$ cat config.mk
export PLATFORM = sky130hd
export DESIGN_NAME = llc_trace_stats_flat
export DESIGN_NICKNAME = d
export VERILOG_FILES = /design/src/rtl/llc_trace_stats_if.sv /design/src/rtl/llc_trace_stats.sv /design/src/flat_wrapper.sv
export SDC_FILE = /design/constraint.sdc
export NUM_CORES = 1
export LEC_CHECK = 0
export ABC_AREA = 0
export CAP_MARGIN = 25
export CORE_MARGIN = 8
export CORE_UTILIZATION = 57
export DETAILED_ROUTE_END_ITERATION = 10
export HOLD_SLACK_MARGIN = 0.03
export PLACE_DENSITY = 0.81
export SYNTH_ARGS = -nofsm -noshare
export SYNTH_HDL_FRONTEND = slang
export SYNTH_SLANG_ARGS = --single-unit
$ cat constraint.sdc
create_clock -name clk -period 4.35 [get_ports clk]
set_input_delay 1.0875 -clock clk [delete_from_list [all_inputs] [get_ports clk]]
set_output_delay 1.0875 -clock clk [all_outputs]
set_load 0.1 [all_outputs]
$ cat src/rtl/llc_trace_stats_if.sv
// Event/statistics bus between the LLC outcome stream and the stats engine.
interface llc_trace_stats_if #(
   parameter int CMDSIZE = 4,
   parameter int CNT_W   = 32,
   parameter int RATIO_F = 8
);
   logic               evt_valid;
   logic               evt_ready;
   logic [CMDSIZE-1:0] evt_cmd;
   logic               evt_hit;
   logic               clear_req;
   logic               calc_req;
   logic [CNT_W-1:0]   reads;
   logic [CNT_W-1:0]   writes;
   logic [CNT_W-1:0]   others;
   logic [CNT_W-1:0]   hits;
   logic [CNT_W-1:0]   misses;
   logic [RATIO_F:0]   ratio;
   logic               ratio_valid;
   logic               div_zero;
   logic               busy;
   logic               sat_flag;

   // Event source / statistics consumer side.
   modport master (
      output evt_valid, evt_cmd, evt_hit, clear_req, calc_req,
      input  evt_ready, reads, writes, others, hits, misses,
             ratio, ratio_valid, div_zero, busy, sat_flag
   );

   // Statistics engine side.
   modport slave (
      input  evt_valid, evt_cmd, evt_hit, clear_req, calc_req,
      output evt_ready, reads, writes, others, hits, misses,
             ratio, ratio_valid, div_zero, busy, sat_flag
   );
endinterface

$ cat src/rtl/llc_trace_stats.sv
// LLC outcome statistics: saturating read/write/other/hit/miss counters and a
// sequential restoring divider producing hit ratio as unsigned 1.RATIO_F.
module llc_trace_stats #(
   parameter int          CMDSIZE    = 4,
   parameter int          CNT_W      = 32,
   parameter int          RATIO_F    = 8,
   parameter logic [15:0] READ_MASK  = 16'h0005,
   parameter logic [15:0] WRITE_MASK = 16'h0002
) (
   input logic                clk,
   input logic                reset_n,
   llc_trace_stats_if.slave   bus
);
   localparam int DEN_W = CNT_W + 1;               // hits+misses without overflow
   localparam int REM_W = CNT_W + 2;               // remainder < den, shifted left once
   localparam int CW    = $clog2(RATIO_F + 2);
   localparam logic [CNT_W-1:0] ONE    = CNT_W'(1);
   localparam logic [CW-1:0]    LAST_B = CW'(RATIO_F);

   typedef enum logic [1:0] {S_IDLE, S_DIV, S_DONE} state_t;

   function automatic logic [CNT_W-1:0] sat_inc(input logic [CNT_W-1:0] v);
      return (&v) ? v : v + ONE;
   endfunction

   state_t             r_state;
   logic [CNT_W-1:0]   r_reads, r_writes, r_others, r_hits, r_misses;
   logic               r_sat;
   logic [DEN_W-1:0]   r_den;
   logic [REM_W-1:0]   r_rem;
   logic [RATIO_F:0]   r_quot;
   logic [CW-1:0]      r_cnt;
   logic [RATIO_F:0]   r_ratio;
   logic               r_ratio_valid;
   logic               r_div_zero;
   logic               r_busy;

   logic [31:0]        w_cmd_ext;
   logic               w_in_range;
   logic               w_accept;
   logic               w_is_rd, w_is_wr, w_is_oth, w_is_rw;
   logic               w_sat_ev;
   logic [DEN_W-1:0]   w_den;
   logic               w_ge;
   logic [REM_W-1:0]   w_diff;

   // Clear stalls the event stream so it always wins over a same-cycle event.
   assign bus.evt_ready = ~bus.clear_req;
   assign w_accept      = bus.evt_valid & ~bus.clear_req;

   // Commands beyond the 16-entry masks classify as "other".
   assign w_cmd_ext  = 32'(bus.evt_cmd);
   assign w_in_range = (w_cmd_ext < 32'd16);
   assign w_is_rd    = w_in_range & READ_MASK[w_cmd_ext[3:0]];
   assign w_is_wr    = w_in_range & ~w_is_rd & WRITE_MASK[w_cmd_ext[3:0]];
   assign w_is_oth   = ~w_is_rd & ~w_is_wr;
   assign w_is_rw    = w_is_rd | w_is_wr;

   // Any increment landing on an all-ones counter is a saturation event.
   assign w_sat_ev = (w_is_rd  & (&r_reads))  |
                     (w_is_wr  & (&r_writes)) |
                     (w_is_oth & (&r_others)) |
                     (w_is_rw  & ( bus.evt_hit & (&r_hits))) |
                     (w_is_rw  & (~bus.evt_hit & (&r_misses)));

   assign w_den  = {1'b0, r_hits} + {1'b0, r_misses};
   assign w_ge   = (r_rem >= REM_W'(r_den));
   assign w_diff = r_rem - REM_W'(r_den);

   // Event counters and sticky saturation flag.
   always_ff @(posedge clk or negedge reset_n) begin
      if (!reset_n) begin
         r_reads  <= '0;
         r_writes <= '0;
         r_others <= '0;
         r_hits   <= '0;
         r_misses <= '0;
         r_sat    <= 1'b0;
      end else if (bus.clear_req) begin
         r_reads  <= '0;
         r_writes <= '0;
         r_others <= '0;
         r_hits   <= '0;
         r_misses <= '0;
         r_sat    <= 1'b0;
      end else if (w_accept) begin
         if (w_is_rd)  r_reads  <= sat_inc(r_reads);
         if (w_is_wr)  r_writes <= sat_inc(r_writes);
         if (w_is_oth) r_others <= sat_inc(r_others);
         if (w_is_rw) begin
            if (bus.evt_hit) r_hits   <= sat_inc(r_hits);
            else             r_misses <= sat_inc(r_misses);
         end
         if (w_sat_ev) r_sat <= 1'b1;
      end
   end

   // Ratio FSM: snapshot on calc, one quotient bit per DIV cycle, publish in DONE.
   always_ff @(posedge clk or negedge reset_n) begin
      if (!reset_n) begin
         r_state       <= S_IDLE;
         r_den         <= '0;
         r_rem         <= '0;
         r_quot        <= '0;
         r_cnt         <= '0;
         r_ratio       <= '0;
         r_ratio_valid <= 1'b0;
         r_div_zero    <= 1'b0;
         r_busy        <= 1'b0;
      end else begin
         r_ratio_valid <= 1'b0;
         if (bus.clear_req) begin
            // Abort any calculation in flight; no ratio_valid follows.
            r_state    <= S_IDLE;
            r_busy     <= 1'b0;
            r_ratio    <= '0;
            r_div_zero <= 1'b0;
         end else begin
            case (r_state)
               S_IDLE: begin
                  if (bus.calc_req) begin
                     r_den  <= w_den;
                     r_rem  <= REM_W'(r_hits);
                     r_quot <= '0;
                     r_cnt  <= '0;
                     if (w_den == '0) begin
                        r_state    <= S_DONE;
                        r_div_zero <= 1'b1;
                     end else begin
                        r_state    <= S_DIV;
                        r_busy     <= 1'b1;
                        r_div_zero <= 1'b0;
                     end
                  end
               end
               S_DIV: begin
                  // num <= den, so the first step needs no pre-shift; the low
                  // dividend bits are all zero, so each step just shifts in 0.
                  r_quot <= {r_quot[RATIO_F-1:0], w_ge};
                  r_rem  <= w_ge ? REM_W'({w_diff, 1'b0}) : REM_W'({r_rem, 1'b0});
                  r_cnt  <= r_cnt + CW'(1);
                  if (r_cnt == LAST_B) begin
                     r_state <= S_DONE;
                     r_busy  <= 1'b0;
                  end
               end
               S_DONE: begin
                  r_ratio       <= r_quot;
                  r_ratio_valid <= 1'b1;
                  r_state       <= S_IDLE;
               end
               default: r_state <= S_IDLE;
            endcase
         end
      end
   end

   assign bus.reads       = r_reads;
   assign bus.writes      = r_writes;
   assign bus.others      = r_others;
   assign bus.hits        = r_hits;
   assign bus.misses      = r_misses;
   assign bus.sat_flag    = r_sat;
   assign bus.ratio       = r_ratio;
   assign bus.ratio_valid = r_ratio_valid;
   assign bus.div_zero    = r_div_zero;
   assign bus.busy        = r_busy;
endmodule

$ cat src/flat_wrapper.sv
// flat-port wrapper written by rule: the top's interface ports become plain ports
module llc_trace_stats_flat 
#(
   parameter int          CMDSIZE    = 4,
   parameter int          CNT_W      = 32,
   parameter int          RATIO_F    = 8,
   parameter logic [15:0] READ_MASK  = 16'h0005,
   parameter logic [15:0] WRITE_MASK = 16'h0002
)
  (clk, reset_n, bus_evt_valid, bus_evt_cmd, bus_evt_hit, bus_clear_req, bus_calc_req, bus_evt_ready, bus_reads, bus_writes, bus_others, bus_hits, bus_misses, bus_ratio, bus_ratio_valid, bus_div_zero, bus_busy, bus_sat_flag);
  llc_trace_stats_if #(.CMDSIZE(CMDSIZE), .CNT_W(CNT_W), .RATIO_F(RATIO_F)) bus_i ();
  input logic clk;
  input logic reset_n;
  input wire logic [$bits(bus_i.evt_valid)-1:0] bus_evt_valid;
  input wire logic [$bits(bus_i.evt_cmd)-1:0] bus_evt_cmd;
  input wire logic [$bits(bus_i.evt_hit)-1:0] bus_evt_hit;
  input wire logic [$bits(bus_i.clear_req)-1:0] bus_clear_req;
  input wire logic [$bits(bus_i.calc_req)-1:0] bus_calc_req;
  output wire logic [$bits(bus_i.evt_ready)-1:0] bus_evt_ready;
  output wire logic [$bits(bus_i.reads)-1:0] bus_reads;
  output wire logic [$bits(bus_i.writes)-1:0] bus_writes;
  output wire logic [$bits(bus_i.others)-1:0] bus_others;
  output wire logic [$bits(bus_i.hits)-1:0] bus_hits;
  output wire logic [$bits(bus_i.misses)-1:0] bus_misses;
  output wire logic [$bits(bus_i.ratio)-1:0] bus_ratio;
  output wire logic [$bits(bus_i.ratio_valid)-1:0] bus_ratio_valid;
  output wire logic [$bits(bus_i.div_zero)-1:0] bus_div_zero;
  output wire logic [$bits(bus_i.busy)-1:0] bus_busy;
  output wire logic [$bits(bus_i.sat_flag)-1:0] bus_sat_flag;
  assign bus_i.evt_valid = bus_evt_valid;
  assign bus_i.evt_cmd = bus_evt_cmd;
  assign bus_i.evt_hit = bus_evt_hit;
  assign bus_i.clear_req = bus_clear_req;
  assign bus_i.calc_req = bus_calc_req;
  assign bus_evt_ready = bus_i.evt_ready;
  assign bus_reads = bus_i.reads;
  assign bus_writes = bus_i.writes;
  assign bus_others = bus_i.others;
  assign bus_hits = bus_i.hits;
  assign bus_misses = bus_i.misses;
  assign bus_ratio = bus_i.ratio;
  assign bus_ratio_valid = bus_i.ratio_valid;
  assign bus_div_zero = bus_i.div_zero;
  assign bus_busy = bus_i.busy;
  assign bus_sat_flag = bus_i.sat_flag;
  llc_trace_stats #(.CMDSIZE(CMDSIZE), .CNT_W(CNT_W), .RATIO_F(RATIO_F), .READ_MASK(READ_MASK), .WRITE_MASK(WRITE_MASK)) u_core (.clk(clk), .reset_n(reset_n), .bus(bus_i));
endmodule
# Word level (Yosys, flattened, before mapping)
# Memories as Yosys holds them, arrays and structs flattened.
# Cells that the tools add are included.
dict set report op_classes {
  reduce_logical 30
  n_shift 0
  n_lt_le_gt_ge 3
  n_eq_ne 13
  bitwise_logic 21
  muxes 52
  addsub 8
  multipliers 0
  div 0
}
# cell n
set ops {}
lappend ops {{32-bit 2-to-1 mux} 22}
lappend ops {{32-bit by 1-bit adder with 32-bit output, second input constant} 5}
lappend ops {{32-bit AND reduction} 5}
lappend ops {{34-bit 2-to-1 mux} 2}
lappend ops {{34-bit case mux with 2 select lines} 1}
lappend ops {{34-bit by 33-bit >= comparator with 1-bit output} 1}
lappend ops {{32-bit by 32-bit adder with 33-bit output} 1}
lappend ops {{33-bit zero test} 1}
lappend ops {{33-bit subtractor} 1}
lappend ops {{9-bit 2-to-1 mux} 3}
lappend ops {{2-bit nonzero test} 11}
lappend ops {{9-bit case mux with 2 select lines} 1}
lappend ops {{1-bit 2-to-1 mux} 15}
lappend ops {{3-bit AND reduction} 5}
lappend ops {{1-bit bitwise AND} 12}
lappend ops {{2-bit inequality test, second input constant} 6}
lappend ops {{4-bit AND reduction} 3}
lappend ops {{4-bit by 5-bit < comparator with 1-bit output, second input constant} 2}
lappend ops {{2-bit 2-to-1 mux} 4}
lappend ops {{4-bit case mux with 2 select lines} 1}
lappend ops {{3-bit inequality test, second input constant} 2}
lappend ops {{2-bit AND reduction} 3}
lappend ops {{1-bit OR} 5}
lappend ops {{4-bit by 1-bit adder with 4-bit output, second input constant} 1}
lappend ops {{other kinds (11)} 14}
dict set report totals {
  latchBits 0
  inputBits 10
  ram_bits 0
  ff_bits 255
  mem_bits_ro 32
  memories 2
  out_inout_bits 174
  elab_cells 144
}
# name words word_bits read_ports rd_clocked_by_memory_dff wr line
set memory_table {}
lappend memory_table {{(name not given)} 16 1 1 0 0 llc_trace_stats.sv:55} ;# assign w_is_wr = w_in_range & ~w_is_rd & WRITE_MASK[w_cmd_ext[3:0]];
lappend memory_table {{(name not given)} 16 1 1 0 0 llc_trace_stats.sv:54} ;# assign w_is_rd = w_in_range & READ_MASK[w_cmd_ext[3:0]];

# Logic depth before layout (Yosys ltp)
dict set report logic_depth {
  depth_word 15
  ltp_mapped 15
  ltp_nobuf 14
}

# Worst setup path after synthesis
# No wires, ideal clock.
dict set report synth_path {
  path_kind {input to register}
  from {input port bus_clear_req}
  to {register u_core.r_writes[27], in the netlist u_core.bus.writes[27]}
  t_required_ns 4.276
  setup_ns 0.074
  path_buffers 2
  slack_ns 0.298
  stages 10
  t_arrival_ns 3.978
  path_cell_list {clkbuf_1 -> clkinv_1 -> a21oi_1 -> nand4_1 -> or2_1 -> clkbuf_1 -> nor3_1 -> nand4_1 -> xor2_1 -> nor2_1}
}
dict set report synth_via {
  elab_chain_cells 4
  elab_cells_between_ends 7
  cone_classes {1 x eq/ne; 1 x mux; 2 x bitwise; 3 x reduce/logical}
}
# element line
set synth_lines {}
lappend synth_lines {{from (decl)} flat_wrapper.sv:17} ;# input wire logic [$bits(bus_i.clear_req)-1:0] bus_clear_req;
lappend synth_lines {{1-bit inverter (no line)} n/a}
lappend synth_lines {{named net bus_evt_ready} flat_wrapper.sv:19} ;# output wire logic [$bits(bus_i.evt_ready)-1:0] bus_evt_ready;
lappend synth_lines {{1-bit bitwise AND} llc_trace_stats.sv:49} ;# assign w_accept = bus.evt_valid & ~bus.clear_req;
lappend synth_lines {{2-bit nonzero test (no line)} n/a}
lappend synth_lines {{3-bit AND reduction (no line)} n/a}
lappend synth_lines {{to (signal assigned)} llc_trace_stats.sv:88} ;# if (w_is_wr) r_writes <= sat_inc(r_writes);
lappend synth_lines {{to (decl)} llc_trace_stats.sv:27} ;# logic [CNT_W-1:0] r_reads, r_writes, r_others, r_hits, r_misses;
# The timed path passes the listed nets, and every way through them passes these cells.
# A chain may end at the register's enable or synchronous reset.

# Final worst setup path
dict set report layout_path {
  from {register u_core.r_misses[0], in the netlist u_core.bus.misses[0]}
  to {register u_core.r_state[0]}
}
dict set report layout_via {
  elab_chain_cells 6
}
# element line
set layout_lines {}
lappend layout_lines {{from (decl)} llc_trace_stats.sv:27}
lappend layout_lines {{from (signal assigned)} llc_trace_stats.sv:92} ;# else r_misses <= sat_inc(r_misses);
lappend layout_lines {{32-bit by 32-bit adder with 33-bit output} llc_trace_stats.sv:66} ;# assign w_den = {1'b0, r_hits} + {1'b0, r_misses};
lappend layout_lines {{33-bit zero test} llc_trace_stats.sv:126} ;# if (w_den == '0) begin
lappend layout_lines {{2-bit 2-to-1 mux} llc_trace_stats.sv:126}
lappend layout_lines {{2-bit 2-to-1 mux} llc_trace_stats.sv:121} ;# if (bus.calc_req) begin
lappend layout_lines {{2-bit case mux with 2 select lines} llc_trace_stats.sv:119} ;# case (r_state)
lappend layout_lines {{2-bit 2-to-1 mux} llc_trace_stats.sv:112} ;# if (bus.clear_req) begin
lappend layout_lines {{to (signal assigned)} llc_trace_stats.sv:114} ;# r_state <= S_IDLE;
lappend layout_lines {{to (signal assigned)} llc_trace_stats.sv:127} ;# r_state <= S_DONE;
lappend layout_lines {{to (signal assigned)} llc_trace_stats.sv:130} ;# r_state <= S_DIV;
lappend layout_lines {{to (decl)} llc_trace_stats.sv:26} ;# state_t r_state;
# No other way between the ends. The select of a mux whose other input is x is not followed.

==> results.cfg <==
[run_status]
outcome = complete, no violations

[worst_setup_path]
crit_path_top_delay_cell = dfrtp_1
start_kind = register
critical-path-max-stage-delay_ns = 0.46
critPathRequiredTime_ns = 4.79
cp_cell_sequence = ha_1 > fa_1 > a211oi_2 > o21ai_1 > a211oi_1 > o21a_1 > and3b_1 > o21ai_1 > a211o_1 > a211o_1 > nor4b_2 > nand4_2 > a21bo_1
r2r_cells = 13
crit_type = register to register
crit_family = compound AO/OA/AOI/OAI gates
cp_max_fo = 6
r2r_end = u_core.r_state[0]$_DFFE_PN0P_
ff2ff_setup_slack_ns = 0.42
endpoint_kind = register
worst-path-buf-inv = 0
critical_path_arrival_ns = 4.37
reg2reg_from = u_core.bus.misses[0]$_DFFE_PN0P_

[synth]
yosysUniqueCellTypes = 76
ys_top_cells_by_area = dfrtp_1, xor2_1, ha_1
ys_seq_area_share_pct = 41.4
synth-edff-count = 0
synth_most_common_cell = dfrtp_1
synthCells = 1748
syn-cell-area_mm2 = 0.0154
ys_async_sr_fraction_pct = 100
synth_top_area_share_pct = 41.4
avgSynthCellArea_um2 = 8.82
synthTopCellsByCount = dfrtp_1, nor2_1, nand2_1
synth_top_cell_by_area = dfrtp_1
synth_seq_cells = 255
ys.flop_type = dfrtp_1
ys_warn_count = 0
synth_nets = 1832

[clock_network]
post_cts_buffers = 0
holdBufCountCts = 0
htree_levels = 1
cts-root-buf = clkbuf_16
clk_latency_ns = 0.55
clk_pin_slew_ns = 0.06
cts-buffers-inserted = 28
cts_tree = yes
cts_resized = 0
clk_path_buf_depth = 3
cts_sinks = 255

[sta]
grt_setup_unrepaired = no
clock_skew_ns = 0.0129
setup_viol = 0
tightest_slew_ns = 1.05
fmax_mhz = 255
holdWs_ns = 0.483
relSlewSlack_pct = 29.6
setup-tns-final_ns = 0
period_needed_ns = 3.93
hold_viol_final = 0
maxSlewViolCount = 0
fin_crit_sh_pct = 90.3

[worst_hold_path]
min_path_type = register to register
min_to = u_core.r_den[27]$_DFFE_PN0P_
worstHoldStart = u_core.r_den[27]$_DFFE_PN0P_
worst_hold_path.num_cells = 2

[global_routing]
grt_pass1_vias = 13617
grt_pass1_wl_mm = 73.0
gr-total-overflow = 0
gr-usage-all-layers_pct = 27.1
antenna_found_initial = 0
grt_start_max_net_pins = 77

[floorplan]
row_count = 60
coreArea_mm2 = 0.0267
die_area_mm2 = 0.0326
die_w_um = 180
start_util_pct = 57.7
dieHeight_um = 180
ios = 184

[power]
netSwitchingPower_w = 0.00169
switching_share_pct = 28.4
p_seq_share_pct = 41.2
leakage_nw = 8.21
intPower_w = 0.00426
pwr-share-clk_pct = 40.3
vdd_drop_max_uv = 283
powerDensity_mw_per_mm2 = 318
combPwrFrac_pct = 18.5
finalPower_w = 0.00595

[cells_and_area]
drive_above_1_share_pct = 5.42
num-fill-cells = 2085
nNetsFinal = 2021
area_delta_synth_final_pct = 21.3
stdcell_count = 2298
n_antenna_cell = 0
seqCellArea_mm2 = 0.00638
multi_input_area_mm2 = 0.00860

[placement]
place.detailed.hpwl_mm = 33.1
dp_cells = 2248
routabilityCongestion = 0.971
port_buffers = 183

[route]
drtIter0Drc = 1294
wl_per_cell_um = 19.6
first_pass_iters = 5
ant_nets = 0
drc = 0
routed_wl_mm = 45.0
vias = 13816
avgViaCountPerCell = 6.01

[job]
maxCapViolCount = 0
-- routing by layer --
layer,vias up,wire (um),GRT usage (%)
met3,85,3600,5.83
met1,6706,19800,36.7
met5,-,0,0
met2,510,20200,42.5
li1,6515,-,-
met4,0,1380,8.90
-- cell families (layout without fill, tap and decap cells) --
kind of cell               Yosys count  after routing  synth area share, %
DFF                                255            255                 41.4
buffers and inverters              120            329                 2.99
and+or+nand+nor                    701            701                 21.6
muxes                               15             15                0.974
AOI/OAI and AO/OA                  390            390                 16.0
adders and majority gates           74             74                 6.10
xor gates and xnor gates           193            193                 11.0
-- placed cells by master (no fill, tap or decap), drive strengths merged, types with 11 or more instances in the layout --
cell type,synthesis,layout
a211oi,11,11
a21o,29,29
a21oi,110,110
a22oi,19,19
a31oi,11,11
and3,23,23
and4,20,20
buf,9,36
clkbuf,48,39
clkdlybuf4s50,0,180
dfrtp,255,255
ha,72,72
inv,62,62
mux2i,15,15
nand2,184,184
nand2b,19,19
nand3,74,74
nand4,39,39
nor2,238,238
nor3,26,26
o21ai,113,113
o21bai,13,13
or3,26,26
xnor2,68,68
xor2,125,125
-- flip-flops by register name, summed over array words and instances, names as in the netlist, 32 cells and up --
name and count:
u_core.r_rem 34, u_core.r_den 33, u_core.bus.hits 32, u_core.bus.misses 32, u_core.bus.others 32, u_core.bus.reads 32
u_core.bus.writes 32
-- worst max-delay path by stage --
stage	end	cells past startpoint	start
floorplan	u_core.bus.writes[27]$_DFFE_PN0P_	10	bus_clear_req
CTS	u_core.r_state[0]$_DFFE_PN0P_	13	u_core.bus.misses[0]$_DFFE_PN0P_
detailed placement	u_core.bus.misses[29]$_DFFE_PN0P_	10	bus_evt_cmd[3]
global placement	u_core.bus.misses[31]$_DFFE_PN0P_	10	bus_evt_cmd[3]
finish	u_core.r_state[0]$_DFFE_PN0P_	13	u_core.bus.misses[0]$_DFFE_PN0P_
global route	u_core.r_state[0]$_DFFE_PN0P_	13	u_core.bus.misses[0]$_DFFE_PN0P_
-- worst register-to-register path, stage by stage (launching register included) --
cell and delay [ns]:
dfrtp_1 0.46, ha_1 0.28, fa_1 0.43, a211oi_2 0.33
o21ai_1 0.20, a211oi_1 0.26, o21a_1 0.24, and3b_1 0.17
o21ai_1 0.12, a211o_1 0.29, a211o_1 0.30, nor4b_2 0.32
nand4_2 0.20, a21bo_1 0.23
-- power groups by stage --
stage	Clock [W]	Sequential [W]	Combinational, W
2_1_floorplan	0	0.00252	0.000771
3_3_place_gp	0	0.00249	0.00107
3_5_place_dp	0	0.00249	0.00109
4_1_cts	0.00244	0.00245	0.00109
5_1_grt	0.00252	0.00245	0.00122
6_report	0.00240	0.00245	0.00110
-- metrics by stage --
step	setup slack, ns	utilization, %	area, um^2
final	0.422	70.0	18700
after CTS	0.453	70.0	18700
after global routing	0.198	70.0	18700
after floorplan	0.298	-	15400
after detailed placement	0.392	66.5	17800
after global placement	0.481	66.5	17800
-- final cells by class --
| class | count | area share, % |
|---|---|---|
| Multi-Input combinational cell | 1373 | 46.0 |
| Sequential cell | 255 | 34.1 |
| Timing Repair Buffer | 216 | 11.4 |
| Clock buffer | 39 | 4.35 |
| Tap cell | 341 | 2.28 |
| Inverter | 63 | 1.26 |
| Clock inverter | 11 | 0.609 |
Power figures use the tool's default switching activity.
